<file path="config.mk">
export PLATFORM = sky130hd
export DESIGN_NAME = tdm_demux4
export DESIGN_NICKNAME = d
export VERILOG_FILES = /design/src/rtl/tdm_pkg.sv /design/src/rtl/tdm_slot_ctr.sv /design/src/rtl/tdm_demux4.sv
export SDC_FILE = /design/constraint.sdc
export NUM_CORES = 1
export LEC_CHECK = 0
export BUFFER_PORTS_ARGS = -buffer_cell sky130_fd_sc_hd__buf_2
export CAP_MARGIN = 25
export CORE_MARGIN = 10
export CORE_UTILIZATION = 45
export CTS_CLUSTER_DIAMETER = 60
export DETAILED_ROUTE_END_ITERATION = 10
export HOLD_SLACK_MARGIN = 0.12
export PLACE_DENSITY = 0.73
export SYNTH_ARGS = -nofsm -noshare
export SYNTH_HDL_FRONTEND = slang
export SYNTH_SLANG_ARGS = --single-unit
export TNS_END_PERCENT = 50
</file>
<file path="constraint.sdc">
create_clock -name clk -period 3.5 [get_ports clk]
set_clock_uncertainty 0.15 [all_clocks]
set_input_delay 0.35 -clock clk [delete_from_list [all_inputs] [get_ports clk]]
set_output_delay 0.35 -clock clk [all_outputs]
set_load 0.005 [all_outputs]
</file>
<file path="src/rtl/tdm_pkg.sv">
// Shared types and constants for the 4-channel TDM demultiplexer.
// Optional build macro: TDM_PARITY_EN adds a fifth (even parity) slot to
// every frame; without it a frame is exactly the four data slots.
package tdm_pkg;

    // Framer states: searching for a sync, or tracking frames.
    typedef enum logic [0:0] {
        HUNT = 1'b0,
        LOCK = 1'b1
    } state_t;

    // Number of data channels carried per frame.
    localparam int NCH = 4;

    // Slots per frame, including the parity slot when it is present.
`ifdef TDM_PARITY_EN
    localparam int NSLOT = 5;
`else
    localparam int NSLOT = 4;
`endif

    // Slot counter width and the index of the last slot in a frame.
    localparam int CNT_W = $clog2(NSLOT);
    localparam logic [CNT_W-1:0] LAST_SLOT = CNT_W'(NSLOT - 1);

    // Miss counter width; large enough for the largest supported MISS_MAX.
    localparam int MISS_W = 3;

    // Even parity over a whole frame: a non-zero result flags a mismatch.
    function automatic logic frame_parity_err(input logic [NSLOT-1:0] frame);
        return ^frame;
    endfunction

endpackage

</file>
<file path="src/rtl/tdm_slot_ctr.sv">
// Slot position and missing-sync bookkeeping for tdm_demux4.
// cnt is the slot index expected in the current cycle (0 = frame boundary);
// miss counts consecutive frame boundaries that arrived without a sync.
// frame_done and sync_err are same-cycle events that the top registers.
// Optional build macro TDM_PARITY_EN changes the frame length via tdm_pkg.
module tdm_slot_ctr
    import tdm_pkg::*;
#(
    parameter int MISS_MAX = 2
) (
    input  logic              clk,
    input  logic              rst,
    input  logic              sync,
    input  state_t            state,
    output logic [CNT_W-1:0]  cnt,
    output logic [MISS_W-1:0] miss,
    output logic              frame_done,
    output logic              sync_err
);

    localparam logic [MISS_W-1:0] MISS_LAST = MISS_W'(MISS_MAX - 1);

    logic in_lock;
    logic at_start;
    logic drop;

    // Classify the current cycle: frame completion, sync fault, loss of lock.
    always_comb begin
        in_lock    = (state == LOCK);
        at_start   = (cnt == '0);
        frame_done = in_lock && !sync && (cnt == LAST_SLOT);
        // A sync is a fault when it lands mid-frame, and its absence is a
        // fault at a frame boundary.
        sync_err   = in_lock && (sync != at_start);
        drop       = in_lock && !sync && at_start && (miss == MISS_LAST);
    end

    // Advance the slot position; any sync realigns the frame to slot 0.
    always_ff @(posedge clk) begin
        if (rst) begin
            cnt  <= '0;
            miss <= '0;
        end else if (sync) begin
            cnt  <= CNT_W'(1);
            miss <= '0;
        end else if (in_lock) begin
            if (at_start) begin
                if (drop) begin
                    // Lock is lost: stay at the boundary and wait in HUNT.
                    miss <= '0;
                end else begin
                    // Flywheel: assume the frame started on time anyway.
                    cnt  <= CNT_W'(1);
                    miss <= miss + MISS_W'(1);
                end
            end else if (cnt == LAST_SLOT) begin
                cnt <= '0;
            end else begin
                cnt <= cnt + CNT_W'(1);
            end
        end
    end

endmodule

</file>
<file path="src/rtl/tdm_demux4.sv">
// Serial TDM to 4-bit parallel demultiplexer with frame-sync tracking.
// One slot arrives per clock; sync marks slot 0. Completed frames are
// presented on dout with a one-cycle dout_valid strobe.
// Optional build macro: TDM_PARITY_EN adds an even parity slot and makes
// par_err live; otherwise par_err is tied low.
module tdm_demux4
    import tdm_pkg::*;
#(
    parameter int MISS_MAX = 2
) (
    input  logic           clk,
    input  logic           rst,
    input  logic           din,
    input  logic           sync,
    output logic [NCH-1:0] dout,
    output logic           dout_valid,
    output logic           locked,
    output logic           sync_err,
    output logic           par_err
);

    localparam logic [MISS_W-1:0] MISS_LAST = MISS_W'(MISS_MAX - 1);

    state_t             state;
    logic [CNT_W-1:0]   cnt;
    logic [MISS_W-1:0]  miss;
    logic               frame_done;
    logic               slot_err;
    logic               drop;
    logic               store;
    logic [CNT_W-1:0]   slot_idx;
    logic [NSLOT-2:0]   shadow;
    logic [NSLOT-1:0]   frame_word;

    tdm_slot_ctr #(
        .MISS_MAX (MISS_MAX)
    ) u_slot_ctr (
        .clk        (clk),
        .rst        (rst),
        .sync       (sync),
        .state      (state),
        .cnt        (cnt),
        .miss       (miss),
        .frame_done (frame_done),
        .sync_err   (slot_err)
    );

    // Decide whether din is captured this cycle and which slot it fills.
    always_comb begin
        // A missing sync at a boundary with no flywheel budget left.
        drop       = slot_err && !sync && (miss == MISS_LAST);
        store      = (state == LOCK) ? !drop : sync;
        slot_idx   = sync ? '0 : cnt;
        // The last slot is taken straight from the line, never stored.
        frame_word = {din, shadow};
    end

    // Framer state: enter LOCK on a sync, fall back to HUNT on lost lock.
    always_ff @(posedge clk) begin
        if (rst) begin
            state <= HUNT;
        end else if ((state == HUNT) && sync) begin
            state <= LOCK;
        end else if (drop) begin
            state <= HUNT;
        end
    end

    // Collect all but the last slot of the frame in progress.
    always_ff @(posedge clk) begin
        if (rst) begin
            shadow <= '0;
        end else begin
            for (int k = 0; k < NSLOT - 1; k++) begin
                if (store && (slot_idx == CNT_W'(k))) begin
                    shadow[k] <= din;
                end
            end
        end
    end

    // Publish a completed frame and register the status strobes.
    always_ff @(posedge clk) begin
        if (rst) begin
            dout       <= '0;
            dout_valid <= 1'b0;
            sync_err   <= 1'b0;
        end else begin
            dout_valid <= frame_done;
            sync_err   <= slot_err;
            if (frame_done) begin
                dout <= frame_word[NCH-1:0];
            end
        end
    end

    assign locked = (state == LOCK);

`ifdef TDM_PARITY_EN
    // Flag a parity mismatch alongside the frame it belongs to.
    always_ff @(posedge clk) begin
        if (rst) begin
            par_err <= 1'b0;
        end else begin
            par_err <= frame_done && frame_parity_err(frame_word);
        end
    end
`else
    assign par_err = 1'b0;
`endif

endmodule

</file>
Word level (Yosys, flattened, before mapping)
Cells that the tools add are included.
Word-level totals
  register bits: 15
  bits in latches: 0
  bits in writable memories: 0
  memory bits (read-only): 0
  input bits: 4
  output and inout port bits: 8
  memories: 0
Cells by class
  $add $sub $neg: 2
  multipliers: 0
  div/mod/pow operators: 0
  order comparisons: 0
  equal/unequal tests: 7
  shift-type cells: 0
  muxes and demuxes: 10
  bitwise gates (word level): 1
  reductions and logical operators: 21
Operators by type and width (number)
  logical AND 1 bit: 11
  two-way mux 2 bit: 4
  AND reduction 2 bit: 3
  two-way mux 1 bit: 5
  == test 2 bit, second input constant: 2
  logical NOT 2 bit: 2
  nonzero test 2 bit: 2
  adder 3 x 1 -> 3 bit, second input constant: 1
  == test 3 x 1 -> 1 bit, second input constant: 1
  two-way mux 3 bit: 1
  inequality test 3 bit, second input constant: 1
  adder 2 x 1 -> 2 bit, second input constant: 1
  == test 2 x 1 -> 1 bit, second input constant: 1
  logical NOT 1 bit: 2
  inequality test 2 bit, second input constant: 1
  OR reduction 2 bit: 1
  inequality test 1 bit: 1
  NOT 1 bit: 1

Longest topological paths before layout
Gate-level depths: netlist of run 1.
  depth after elaboration: 8
  mapped depth: 5

By module
Synthesis of run 1 repeated with hierarchy kept, for this count alone.
Unflattened totals
  cells, all modules: 74
  area total of the unflattened synthesis: 748.2 um^2
Modules (own cells, without submodules)
  tdm_demux4: times used 1, cells an instance 39, area an instance 420.4 um^2, seq. area each 200.2 um^2
  tdm_slot_ctr: times used 1, cells an instance 35, area an instance 327.8 um^2, seq. area each 100.1 um^2

Worst setup path before layout of run 1
Ideal clock, no wire load.
  path kind: reg2reg
  from: reg u_slot_ctr.cnt[0]
  to: reg shadow[0]
  library setup time: 0.072 ns
  arrival: 1.266 ns
  required time: 3.278 ns
  setup slack: 2.012 ns
  cell stages (with the launch flop): 6
  path buffers: 0
  path through: dfxtp_1 inv_1 ha_1 nand3b_2 a41oi_1 mux2i_1
Between the ends
  cells in the longest elaborated chain, start to end: 8
Ends and longest elaborated chain
  start, declared: RTL line tdm_slot_ctr.sv:15  | output logic [CNT_W-1:0] cnt,
  start signal, assigned: RTL line tdm_slot_ctr.sv:59  | cnt <= cnt + CNT_W'(1);
  logical NOT 2 bit: RTL line tdm_slot_ctr.sv:30  | at_start = (cnt == '0);
  inequality test 1 bit: RTL line tdm_slot_ctr.sv:34  | sync_err = in_lock && (sync != at_start);
  logical AND 1 bit: RTL line tdm_slot_ctr.sv:34
  logical AND 1 bit (2 in a row): RTL line tdm_demux4.sv:51  | drop = slot_err && !sync && (miss == MISS_LAST);
  logical NOT 1 bit: RTL line tdm_demux4.sv:52  | store = (state == LOCK) ? !drop : sync;
  two-way mux 1 bit: RTL line tdm_demux4.sv:52
  logical AND 1 bit *: RTL line tdm_demux4.sv:75  | if (store && (slot_idx == CNT_W'(k))) begin
  end signal, assigned by index: RTL line tdm_demux4.sv:76  | shadow[k] <= din;
  end, declared: RTL line tdm_demux4.sv:32  | logic [NSLOT-2:0] shadow;
Mark *: on every way between the ends. The rest lies on a longest branch, timed or not.
A chain may end at the register's enable or synchronous reset.

Worst setup path after layout of run 1
  from: reg state (netlist: locked)
  to: out locked
RTL lines
  start, declared: RTL line tdm_demux4.sv:24  | state_t state;
  start signal, assigned: RTL line tdm_demux4.sv:61  | state <= HUNT;
  start signal, assigned: RTL line tdm_demux4.sv:63  | state <= LOCK;
  start signal, assigned: RTL line tdm_demux4.sv:65  | state <= HUNT;
  end, declared: RTL line tdm_demux4.sv:17  | output logic locked,
No word-level cell between the ends.

==> impl_summary.md, run 1 <==
Clock tree
Counting the buffers created by CTS gives 3. The clock insertion delay at the later pin of the skew report is 0.30 ns. Buffers inserted to repair hold after CTS numbered 0. The post-CTS clock slew at the launch and capture registers of the worst setup and hold paths is 0.09 ns. The root buffer cell is clkbuf_4. The clock drives 15 sinks.

TritonCTS built the clock tree. In this run the number of H-tree levels came out at 1. Buffers added to address setup during post-CTS repair amount to 0.

Once the clock tree was built, the resizer swapped 0 gates to a different size. The maximum buffer depth of the clock tree is 2.

Setup path
The combined buffer and inverter count along the critical path is 1. The kind of cell adding the most delay to the critical path is flip-flops. The total stage count of the critical path is 1. The worst setup path is launched from a flip-flop. The startpoint identified for the worst register-to-register timing path is u_slot_ctr.cnt[1]. In this run the worst setup path begins at locked. The arrival time of data at the critical path endpoint is 1.13 ns. Counting cells, the worst reg-to-reg path comes to 5. The sort of element at the end of the critical path is an output pin. The kind of critical path is flip-flop to output pin.

The required time at the endpoint of the critical path is 3.00 ns. In this design, the stage delay of the slowest critical-path cell is 0.63 ns. The slowest cell on the critical path is dfxtp_1. Along the worst path, the maximum fanout reaches 15. The signal on the critical path passes through buf_2.

Power
The analysis attributes to cell leakage a power of 0.355 nW. The worst voltage drop across the vdd grid is 0.197 mV. The power density of the placed cells is 400 nW/um^2.

Flow run
The number of maximum-capacitance constraint violations is 0.

Synth
After synthesis the netlist holds a flip-flop and latch count of 15. The netlist area before placement is 706 um^2. After synthesis, flip-flops and latches occupy 42.6% of the total area. The count of warnings emitted by yosys is 0. The post-synthesis instance total is 78.

The number of distinct library cells after synthesis is 27. The number of nets in the synthesized netlist is 87. The average size of a mapped cell is 9.05 um^2.

Floorplan
The floorplan row count is 14. The boundary pin count is 12. The die height is 59.6 um. In this run the standard cell core region covers 1490 um^2.

The initial core utilization is 47.4%. The chip width is 59.6 um. The die covers 3550 um^2.

Run status
The flow ran to the end, and the final reports show no timing, DRC or antenna violations.

Worst hold path
The launch instance of the worst min-delay path is din. The worst hold path belongs to the class primary input to flip-flop. The number of cells traversed by the worst hold path is 3.

GRT
The largest net degree at the start of global routing is 16. The number of antenna violations at the first check in global routing was 0. Summed over all layers, the global routing overflow is 0.

Global routing used 7.71% of the available tracks across all layers. The number of global-route vias before repair is 489. The first-pass GRT wire length is 2.07 mm.

STA
After layout, the worst path uses 46.7% of the clock period. The minimum clock period after layout is 1.63 ns. The timing-limited maximum frequency is 0.612 GHz. Setup repair after global routing left no endpoint under its margin. The number of pins exceeding their max-slew limit in the final report is 0. The count of endpoints failing setup in the final report is 0.

The total negative slack is 0 ns. The final hold violation count was 0.

Cells and area
The total inserted antenna cells is 0. The most frequent standard cell in the layout excluding fill and tap cells is dfxtp_1. After the flow finishes, the layout carries non-filler instances totaling 104. The share of final-layout standard cells stronger than drive strength 1 is 20.5%. Relative to the synthesized area, the layout overhead comes to 10.8%.

After the last flow step, the layout net total stands at 98. In the layout the commonest cells are dfxtp_1, buf_2, nor2_1.

Placement
The wire-length estimate of the detail-placed layout is 913 um. Including well taps, the total number of placed cells is 100. The count of buffers inserted at the top-level ports is 10. The congestion estimate from routability-driven global placement came to 0.795.

Routing
After detailed routing, the number of vias per cell comes to 5.30. The number of vias after detailed routing is 551. The DRC violations left is 0.

The count of antenna-violating nets left after detailed routing is 0. The routed wire length is 1.28 mm. The iteration count of the initial detailed-routing pass is 4. The detailed router finished its first iteration with 18 violations. After detailed routing, the average wire length per cell comes to 12.3 um.
through the flow:
| stage | total power, mW | util (%) | setup WS, ns | hold slack [ns] | area (um^2) |
|---|---|---|---|---|---|
| final | 0.313 | 52.5 | 1.87 | 0.181 | 782 |
| after global routing | 0.325 | 52.5 | 1.66 | 0.195 | 782 |
| after CTS | 0.315 | 52.5 | 1.85 | 0.178 | 782 |
| after detailed placement | 0.214 | 50.7 | 1.87 | 0.318 | 754 |
| after global placement | 0.212 | 50.7 | 1.92 | 0.312 | 754 |
| after floorplan | 0.207 | - | 2.01 | 0.297 | 706 |
worst register-to-register path, delay by kind of cell (launching register included):
| family | cells | cell delay (ns) |
|---|---|---|
| and+or+nand+nor | 1 | 0.20 |
| buffers and inverters | 1 | 0.11 |
| DFF | 1 | 0.35 |
| adders and majority gates | 1 | 0.26 |
| AOI/OAI and AO/OA | 1 | 0.30 |
| muxes | 1 | 0.19 |
synth_stat cells, drive strengths merged:
cell type  count  area share (%)
nand2b         2             1.8
a31o           2             2.5
ha             5             8.9
conb           1            0.53
nand3          2             1.4
or3            2             1.8
nor3           2             1.4
a21o           1             1.1
a211oi         1             1.1
buf            3             2.5
nor3b          2             2.1
nor4           1            0.89
nor2b          1            0.89
or2            1            0.89
dfxtp         15              43
nand2          4             2.1
nand3b         2             2.7
a41oi          1             1.2
xnor2          1             1.2
a21oi          6             4.3
inv            6             3.2
nand4          2             1.8
clkbuf         1            0.53
nor2           8             4.3
mux2i          6             8.5
path summary, 6_finish.rpt:
| check | slack (ns) | endpoint |
|---|---|---|
| max reg2reg | 1.87 | shadow[0] |
| max | 1.87 | locked |
| min reg2reg | 0.33 | u_slot_ctr.miss[1] |
| min | 0.18 | shadow[1] |
cell families after synthesis:
group	share of synthesized area, %
and+or+nand+nor	22.0
DFF	42.6
AOI/OAI and AO/OA	10.1
buffers and inverters	6.21
muxes	8.51
adders and majority gates	8.87
other	0.531
xor gates and xnor gates	1.24
final cells by class:
class | count | area [um^2]
multi-input combinational | 53 | 362
fill | 140 | 707
inverter | 6 | 22.5
timing repair buffer | 10 | 50.0
sequential | 15 | 300
clock buffer | 3 | 22.5
tap | 16 | 20.0
clock inverter | 1 | 5.00
power breakdown:
group / total (mW) / switching [mW] / internal, mW
sequential: 0.181 / 0.00614 / 0.175
combinational: 0.0281 / 0.0159 / 0.0122
clock: 0.103 / 0.0607 / 0.0427
total: 0.313 / 0.0827 / 0.230
flip-flops by register name, summed over array words and instances (netlist names):
| name | flops |
|---|---|
| u_slot_ctr.miss | 3 |
| shadow | 3 |
| dout_valid | 1 |
| u_slot_ctr.cnt | 2 |
| locked | 1 |
| sync_err | 1 |
| dout | 4 |
routing by layer:
metal | GRT usage, % | vias to the layer above | share of wire [%]
met5 | 0 | - | 0
met4 | 5.13 | 0 | 2.3
met3 | 4.08 | 4 | 7.8
met2 | 10.1 | 10 | 43
met1 | 9.37 | 250 | 47
li1 | - | 287 | -
Note: power is estimated with default switching activity, not from simulation.
==> run 2: changes to the inputs <==
Clock period 3.5 ns to 1.6 ns, I/O delays scaled along.
==> run 2 against run 1 <==
Effect of this change: clock power grew 110%; sequential cell count is the same; wire length grew 14%; register-to-register slack lost 1.8 ns; sequential power grew 120%; power grew 120%; worst hold slack gained 0.15 ns; utilization grew 5.5 points; global-route usage grew 1.3 points; critical path depth grew 4; die area is the same; critical endpoint is now u_slot_ctr.miss[1].
==> impl_summary.md, run 2 (same netlist as run 1, synthesis figures left out) <==
Routing
The count of antenna-violating nets left after detailed routing was 0 (unchanged). The DRC violation total after the first TritonRoute iteration is 9 (was 18). The number of vias after detailed routing is 575 (was 551). The final routed wire length divided by cell count came to 13.3 um (was 12.3 um). The routed wire length came to 1.46 mm (was 1.28 mm).

The iteration count of the initial detailed-routing pass was 4 (unchanged). The via count normalized by instance count came to 5.23 (was 5.30). The DRC violations left is 0 (unchanged).

Setup path
The slowest cell on the critical path is dfxtp_1 (unchanged). The arrival time of data at the critical path endpoint was 1.56 ns (was 1.13 ns). The endpoint of the most critical register-to-register path was u_slot_ctr.miss[1] (was shadow[0]). The kind of critical path is flip-flop to flip-flop (was flip-flop to output pin). The sort of element at the end of the critical path is a flip-flop (was output pin). The largest stage delay on the critical path is 0.38 ns (was 0.63 ns). The required time at the endpoint of the critical path is 1.66 ns (was 3.00 ns).

Series of cell instances along the critical path: inv_2, ha_4, nand2_1, or3_1, a21oi_1 (was buf_2). The kind of cell adding the most delay to the critical path is simple AND/OR/NAND/NOR gates (was flip-flops). The critical register-to-register path startpoint is u_slot_ctr.cnt[0] (was u_slot_ctr.cnt[1]). The highest net fanout along the worst path is 5 (was 15). The worst-case reg-to-reg path depth came to 5 (unchanged).

The sort of element at the start of the critical path is a flip-flop (unchanged). The worst setup slack for register-to-register paths is 0.10 ns (was 1.87 ns). The combined buffer and inverter count along the critical path was 1 (unchanged).

Placement
The global placement routability congestion is 0.811 (was 0.795). The count of placed standard cells including taps is 103 (was 100). The count of buffers inserted at the top-level ports came to 10 (unchanged). The HPWL after detailed placement was 1.02 mm (was 913 um).

Worst hold path
The destination of the worst hold path was u_slot_ctr.miss[1] (was shadow[1]). The launch instance of the worst min-delay path is u_slot_ctr.miss[1] (was din). The class of the worst hold path is flip-flop to flip-flop (was primary input to flip-flop). The number of cells traversed by the worst hold path is 2 (was 3).

Cells and area
Highest-count cells in the layout ignoring fill and taps: dfxtp_1, buf_2, nor2_1, mux2i_1, a21oi_1 (was dfxtp_1, buf_2, nor2_1). The share of final-layout standard cells stronger than drive strength 1 is 26.6% (was 20.5%). Regs by FF count: dout: 4 flops, shadow: 3 flops, u_slot_ctr.miss: 3 flops (unchanged). The filler cell count is 127 (was 140). The number of flip-flops in the largest register is 4 (unchanged).

The area of all sequential standard cells is 300 um^2 (unchanged). The filler-free cell count of the finished design is 110 (was 104). The signed area change from the synthesized netlist to the final layout is 22.3% (was 10.8%). The net count of the finished layout is 104 (was 98).

The multi-input combinational cell area is 390 um^2 (was 362 um^2). The total inserted antenna cells is 0 (unchanged). The utilization of the core after routing is 58.0% (was 52.5%). The most frequent standard cell in the layout excluding fill and tap cells is dfxtp_1 (unchanged). The register name with the most flops is dout (unchanged).

Floorplan
The chip width is 59.6 um (unchanged). The die height is 59.6 um (unchanged). The area of the placeable core was 1490 um^2 (unchanged). The initial core utilization is 47.4% (unchanged).

The full die area was 3550 um^2 (unchanged). The boundary pin count is 12 (unchanged). The floorplan row count was 14 (unchanged).

GRT
The global route total overflow is 0 (unchanged). The total track usage is 9.01% (was 7.71%). The number of global-route vias before repair is 603 (was 489).

The number of antenna violations at the first check in global routing is 0 (unchanged). The first-pass GRT wire length is 2.50 mm (was 2.07 mm). The largest net degree at the start of global routing is 13 (was 16).

Clock tree
The root buffer cell was clkbuf_4 (unchanged). The depth of the CTS H-tree is 1 (unchanged). The count of buffers added by post-CTS timing repair for setup is 0 (unchanged). The clock insertion delay at the later pin of the skew report is 0.28 ns (was 0.30 ns). The clock tree from TritonCTS was built (unchanged). The maximum buffer depth of the clock tree came to 2 (unchanged).

The sink count of the clock tree was 15 (unchanged). The post-CTS clock slew at the launch and capture registers of the worst setup and hold paths is 0.10 ns (was 0.09 ns). The total clock buffers created by CTS is 3 (unchanged).

Run status
Outcome: finished, final reports clean (unchanged).

STA
The timing-limited maximum frequency is 0.668 GHz. The post-route clock period utilization is 93.6%. The total negative slack is 0 ns (unchanged). Subtracting the final worst setup slack from the clock period gives 1.50 ns. The worst hold margin was 0.331 ns (was 0.181 ns). The count of endpoints failing setup in the final report came to 0 (unchanged). RSZ-0062 raised after global routing: false (unchanged).

The number of pins exceeding their max-slew limit in the final report is 0 (unchanged). The final hold violation count is 0 (unchanged).

Power
The combinational cell fraction of total power is 12.7% (was 9.0%). The power density of the placed cells was 811 nW/um^2 (was 400 nW/um^2). The internal power was 519 uW (was 230 uW). The reported leakage power is 0.397 nW (was 0.355 nW). The clock network fraction of design power came to 30.9% (was 33.1%). The switching power is 181 uW (was 82.7 uW). The sequential fraction of design power came to 56.3% (was 58.0%). The worst voltage drop across the vdd grid is 0.554 mV (was 0.197 mV).

The overall power consumption is 700 uW (was 313 uW). The net switching share of the total power is 25.9% (was 26.4%).

Flow run
The number of maximum-capacitance constraint violations is 0 (unchanged).
## run 2: cell types whose count changed in the layout (fill, tap and decap cells not counted), sizes merged
cell	change
dlygate4sd3	+3
buf	+3
## run 2: worst max path at each step
stage,startpoint,end,cells after the start
after floorplan,u_slot_ctr.cnt[0],shadow[0],5
after global placement,u_slot_ctr.cnt[0],shadow[0],5
after detailed placement,u_slot_ctr.cnt[1],shadow[0],5
after CTS,u_slot_ctr.cnt[0],u_slot_ctr.miss[1],5
after global routing,u_slot_ctr.cnt[0],u_slot_ctr.miss[1],5
final,u_slot_ctr.cnt[0],u_slot_ctr.miss[1],5
## run 2: layer usage
metal  GRT usage (%)  wire length, um  up-vias
li1                -                -      295
met1            8.92              646      264
met2            15.8              706       14
met3            3.43              100        2
met4            4.81               10        0
met5               0                0        -
## run 2: repair_timing
item	4_1_cts	5_1_grt
cloned	0	0
endpoints found under the hold margin	10	0
endpoints found under the setup margin	1	7
resized for setup	2	4
hold buffers	3	0
pin swaps	0	0
## run 2: worst min-delay path, delay by kind of cell, from the launching register on
kind,cells,cell delay [ns]
and+or+nand+nor,1,0.06
AOI/OAI and AO/OA,1,0.05
DFF,1,0.33
## run 2: area by class of cell
type	instances	area share [%]
multi-input combinational	53	45.2
sequential	15	34.8
timing repair buffer	16	11.9
clock buffer	3	2.61
inverter	6	2.61
tap	16	2.32
clock inverter	1	0.580
## run 2: metrics by stage
step	area [um^2]	worst slack, ns
2_1_floorplan	706	0.112
3_3_place_gp	777	0.104
3_5_place_dp	777	0.0368
4_1_cts	851	0.0219
5_1_grt	863	0.0118
6_report	863	0.103
## run 2: power groups by stage
stage               logic [mW]  clock network [mW]  registers, mW
finish                  0.0893               0.217          0.394
global route            0.0995               0.239          0.396
CTS                     0.0829               0.229          0.393
detailed placement      0.0735                   0          0.401
global placement        0.0714                   0          0.401
floorplan               0.0528                   0          0.399
==> run 3: changes to the inputs <==
Settings changed: CORE_MARGIN 10 to 2.
==> run 3 against run 2 <==
Effect of this change: register-to-register slack lost 0.03 ns; combinational power shrank 1%; sequential power is essentially flat; non-clock buffer count did not move; critical path depth unchanged; worst hold slack better by 0.00083 ns; clock power decreased by 3%; sequential cell count did not move; global-route usage is 6.2 points higher; via count shrank 0.35%; first-iteration DRC count down 22%; critical path type unchanged.
==> impl_summary.md, run 3 (same netlist as run 1, synthesis figures left out) <==
Clock tree
The post-CTS clock slew at the launch and capture registers of the worst setup and hold paths is 0.08 ns (was 0.10 ns). The maximum buffer depth of the clock tree is 2 (unchanged). The total clock buffers created by CTS was 3 (unchanged).

The root buffer cell was clkbuf_4 (unchanged). The clock insertion delay at the later pin of the skew report is 0.28 ns (about the same). The depth of the CTS H-tree came to 1 (unchanged). The clock tree from TritonCTS is built (unchanged). The count of buffers added by post-CTS timing repair for setup is 0 (unchanged).

The sink count of the clock tree is 15 (unchanged).

GRT
The number of global-route vias before repair is 505 (was 603). The first-pass GRT wire length is 2.06 mm (was 2.50 mm). The met1 layer usage reported by global route is 18.7% (was 8.92%).

The global routing met3 resource utilization is 2.50% (was 3.43%). The busiest metal layer after global routing is met2 (unchanged). The total track usage is 15.2% (was 9.01%). The global route total overflow was 0 (unchanged).

The number of antenna violations at the first check in global routing came to 0 (unchanged). The largest net degree at the start of global routing was 13 (unchanged). The met2 track utilization from global routing is 22.9% (was 15.8%).

Routing
The count of antenna-violating nets left after detailed routing came to 0 (unchanged). The DRC violation total after the first TritonRoute iteration came to 7 (was 9). The final routed wire length divided by cell count is 11.8 um (was 13.3 um). The via count normalized by instance count is 5.21 (was 5.23). The DRC violations left came to 0 (unchanged). The routed wire length was 1.30 mm (was 1.46 mm).

The number of vias after detailed routing is 573 (was 575). The iteration count of the initial detailed-routing pass is 3 (was 4).

Power
The reported leakage power is 0.393 nW (was 0.397 nW). The worst voltage drop across the vdd grid is 0.508 mV (was 0.554 mV). The overall power consumption came to 690 uW (was 700 uW). The power density of the placed cells came to 810 nW/um^2 (was 811 nW/um^2).

Floorplan
The boundary pin count is 12 (unchanged). The floorplan row count is 14 (unchanged). The area of the placeable core came to 1490 um^2 (unchanged). The full die area is 1900 um^2 (was 3550 um^2). The initial core utilization came to 47.4% (unchanged). The die height came to 43.6 um (was 59.6 um). The chip width is 43.6 um (was 59.6 um).

STA
The final hold violation count is 0 (unchanged). The worst hold margin is 0.332 ns (was 0.331 ns). The count of endpoints failing setup in the final report is 0 (unchanged).

The number of pins exceeding their max-slew limit in the final report is 0 (unchanged). The minimum clock period after layout is 1.53 ns (was 1.50 ns). The post-route clock period utilization is 95.4% (was 93.6%). The total negative slack is 0 ns (unchanged).

The timing-limited maximum frequency is 0.655 GHz (was 0.668 GHz).

Placement
The count of placed standard cells including taps was 103 (unchanged). The HPWL after detailed placement was 896 um (was 1.02 mm). The count of buffers inserted at the top-level ports is 10 (unchanged). The global placement routability congestion is 0.739 (was 0.811).

Worst hold path
The launch instance of the worst min-delay path is u_slot_ctr.miss[1] (unchanged). The destination of the worst hold path is u_slot_ctr.miss[1] (unchanged). The number of cells traversed by the worst hold path was 2 (unchanged).

The class of the worst hold path was flip-flop to flip-flop (unchanged).

Setup path
The critical register-to-register path startpoint is u_slot_ctr.cnt[1] (was u_slot_ctr.cnt[0]). The arrival time of data at the critical path endpoint was 1.54 ns (was 1.56 ns). The combined buffer and inverter count along the critical path is 2 (was 1). The sort of element at the start of the critical path is a flip-flop (unchanged). The sort of element at the end of the critical path is a flip-flop (unchanged).

The slowest cell on the critical path is dfxtp_1 (unchanged). The highest net fanout along the worst path is 5 (unchanged). The required time at the endpoint of the critical path is 1.61 ns (was 1.66 ns). Series of cell instances along the critical path: inv_1, ha_2, buf_4, nor4_1, nor3_1 (was inv_2, ha_4, nand2_1, or3_1, a21oi_1). The kind of cell adding the most delay to the critical path is flip-flops (was simple AND/OR/NAND/NOR gates). The worst setup slack for register-to-register paths is 0.07 ns (was 0.10 ns).

The worst-case reg-to-reg path depth was 5 (unchanged). The endpoint of the most critical register-to-register path was u_slot_ctr.cnt[0] (was u_slot_ctr.miss[1]). The kind of critical path is flip-flop to flip-flop (unchanged). The largest stage delay on the critical path is 0.40 ns (was 0.38 ns).

Flow run
The number of maximum-capacitance constraint violations is 0 (unchanged).

Cells and area
The register name with the most flops is dout (unchanged). The number of flip-flops in the largest register is 4 (unchanged). The share of final-layout standard cells stronger than drive strength 1 is 23.4% (was 26.6%). The most frequent standard cell in the layout excluding fill and tap cells is dfxtp_1 (unchanged). Highest-count cells in the layout ignoring fill and taps: dfxtp_1, buf_2, nor2_1 (was dfxtp_1, buf_2, nor2_1, mux2i_1, a21oi_1). The utilization of the core after routing is 57.2% (was 58.0%).

Regs by FF count: dout: 4 flops, shadow: 3 flops, u_slot_ctr.miss: 3 flops (unchanged). The filler-free cell count of the finished design came to 110 (unchanged). The net count of the finished layout was 104 (unchanged). The total inserted antenna cells is 0 (unchanged). The signed area change from the synthesized netlist to the final layout is 20.7% (was 22.3%).

Run status
Outcome: finished, final reports clean (unchanged).
## run 3: cell count changes in the layout (fill, tap and decap cells not counted)
cell,before,now
inv_1,4,6
inv_2,2,0
clkbuf_1,0,1
ha_4,1,0
clkinv_2,1,0
ha_2,0,1
## run 3: area by class of cell
cell class	count	area [um^2]
repair buffers	16	103
flip-flops and latches	15	300
multi-input cells	53	380
fillers	127	637
well taps	16	20.0
inverters	6	22.5
clock buffers	4	26.3
## run 3: worst max-delay path by stage
stage | startpoint | endpoint | depth (start not counted)
5_1_grt | u_slot_ctr.cnt[1] | u_slot_ctr.cnt[0] | 5
6_report | u_slot_ctr.cnt[1] | u_slot_ctr.cnt[0] | 5
3_5_place_dp | u_slot_ctr.cnt[1] | shadow[0] | 5
4_1_cts | u_slot_ctr.cnt[1] | shadow[0] | 5
2_1_floorplan | u_slot_ctr.cnt[0] | shadow[0] | 5
3_3_place_gp | u_slot_ctr.cnt[1] | shadow[0] | 5
## run 3: metrics by stage
step | instance area, um^2 | setup slack, ns
floorplan | 706 | 0.112
CTS | 833 | 0.0316
global placement | 777 | 0.106
global route | 852 | -0.0693
detailed placement | 777 | 0.0435
finish | 852 | 0.0742
## run 3: what timing repair did
| item | in CTS | in global routing |
|---|---|---|
| hold buffers | 3 | 0 |
| gates resized for setup | 0 | 3 |
| endpoints found under the setup margin | 0 | 2 |
| hold endpoints to repair | 10 | 0 |
## run 3: tightest hold or removal path, cell delays in order, from the launching register on
cell     delay (ns)
dfxtp_1        0.33
nand2_1        0.06
a21oi_1        0.05
## run 3: power by group
group	leakage, nW	internal [mW]	switching, mW
Sequential	0.122	0.383	0.00765
Combinational	0.256	0.0414	0.0470
Clock	0.0150	0.0969	0.115
## run 3: metal layers
layer  wire length (um)  up-vias
met5                  0        -
met2                627       11
li1                   -      298
met4                 30        0
met3                 35        4
met1                605      260
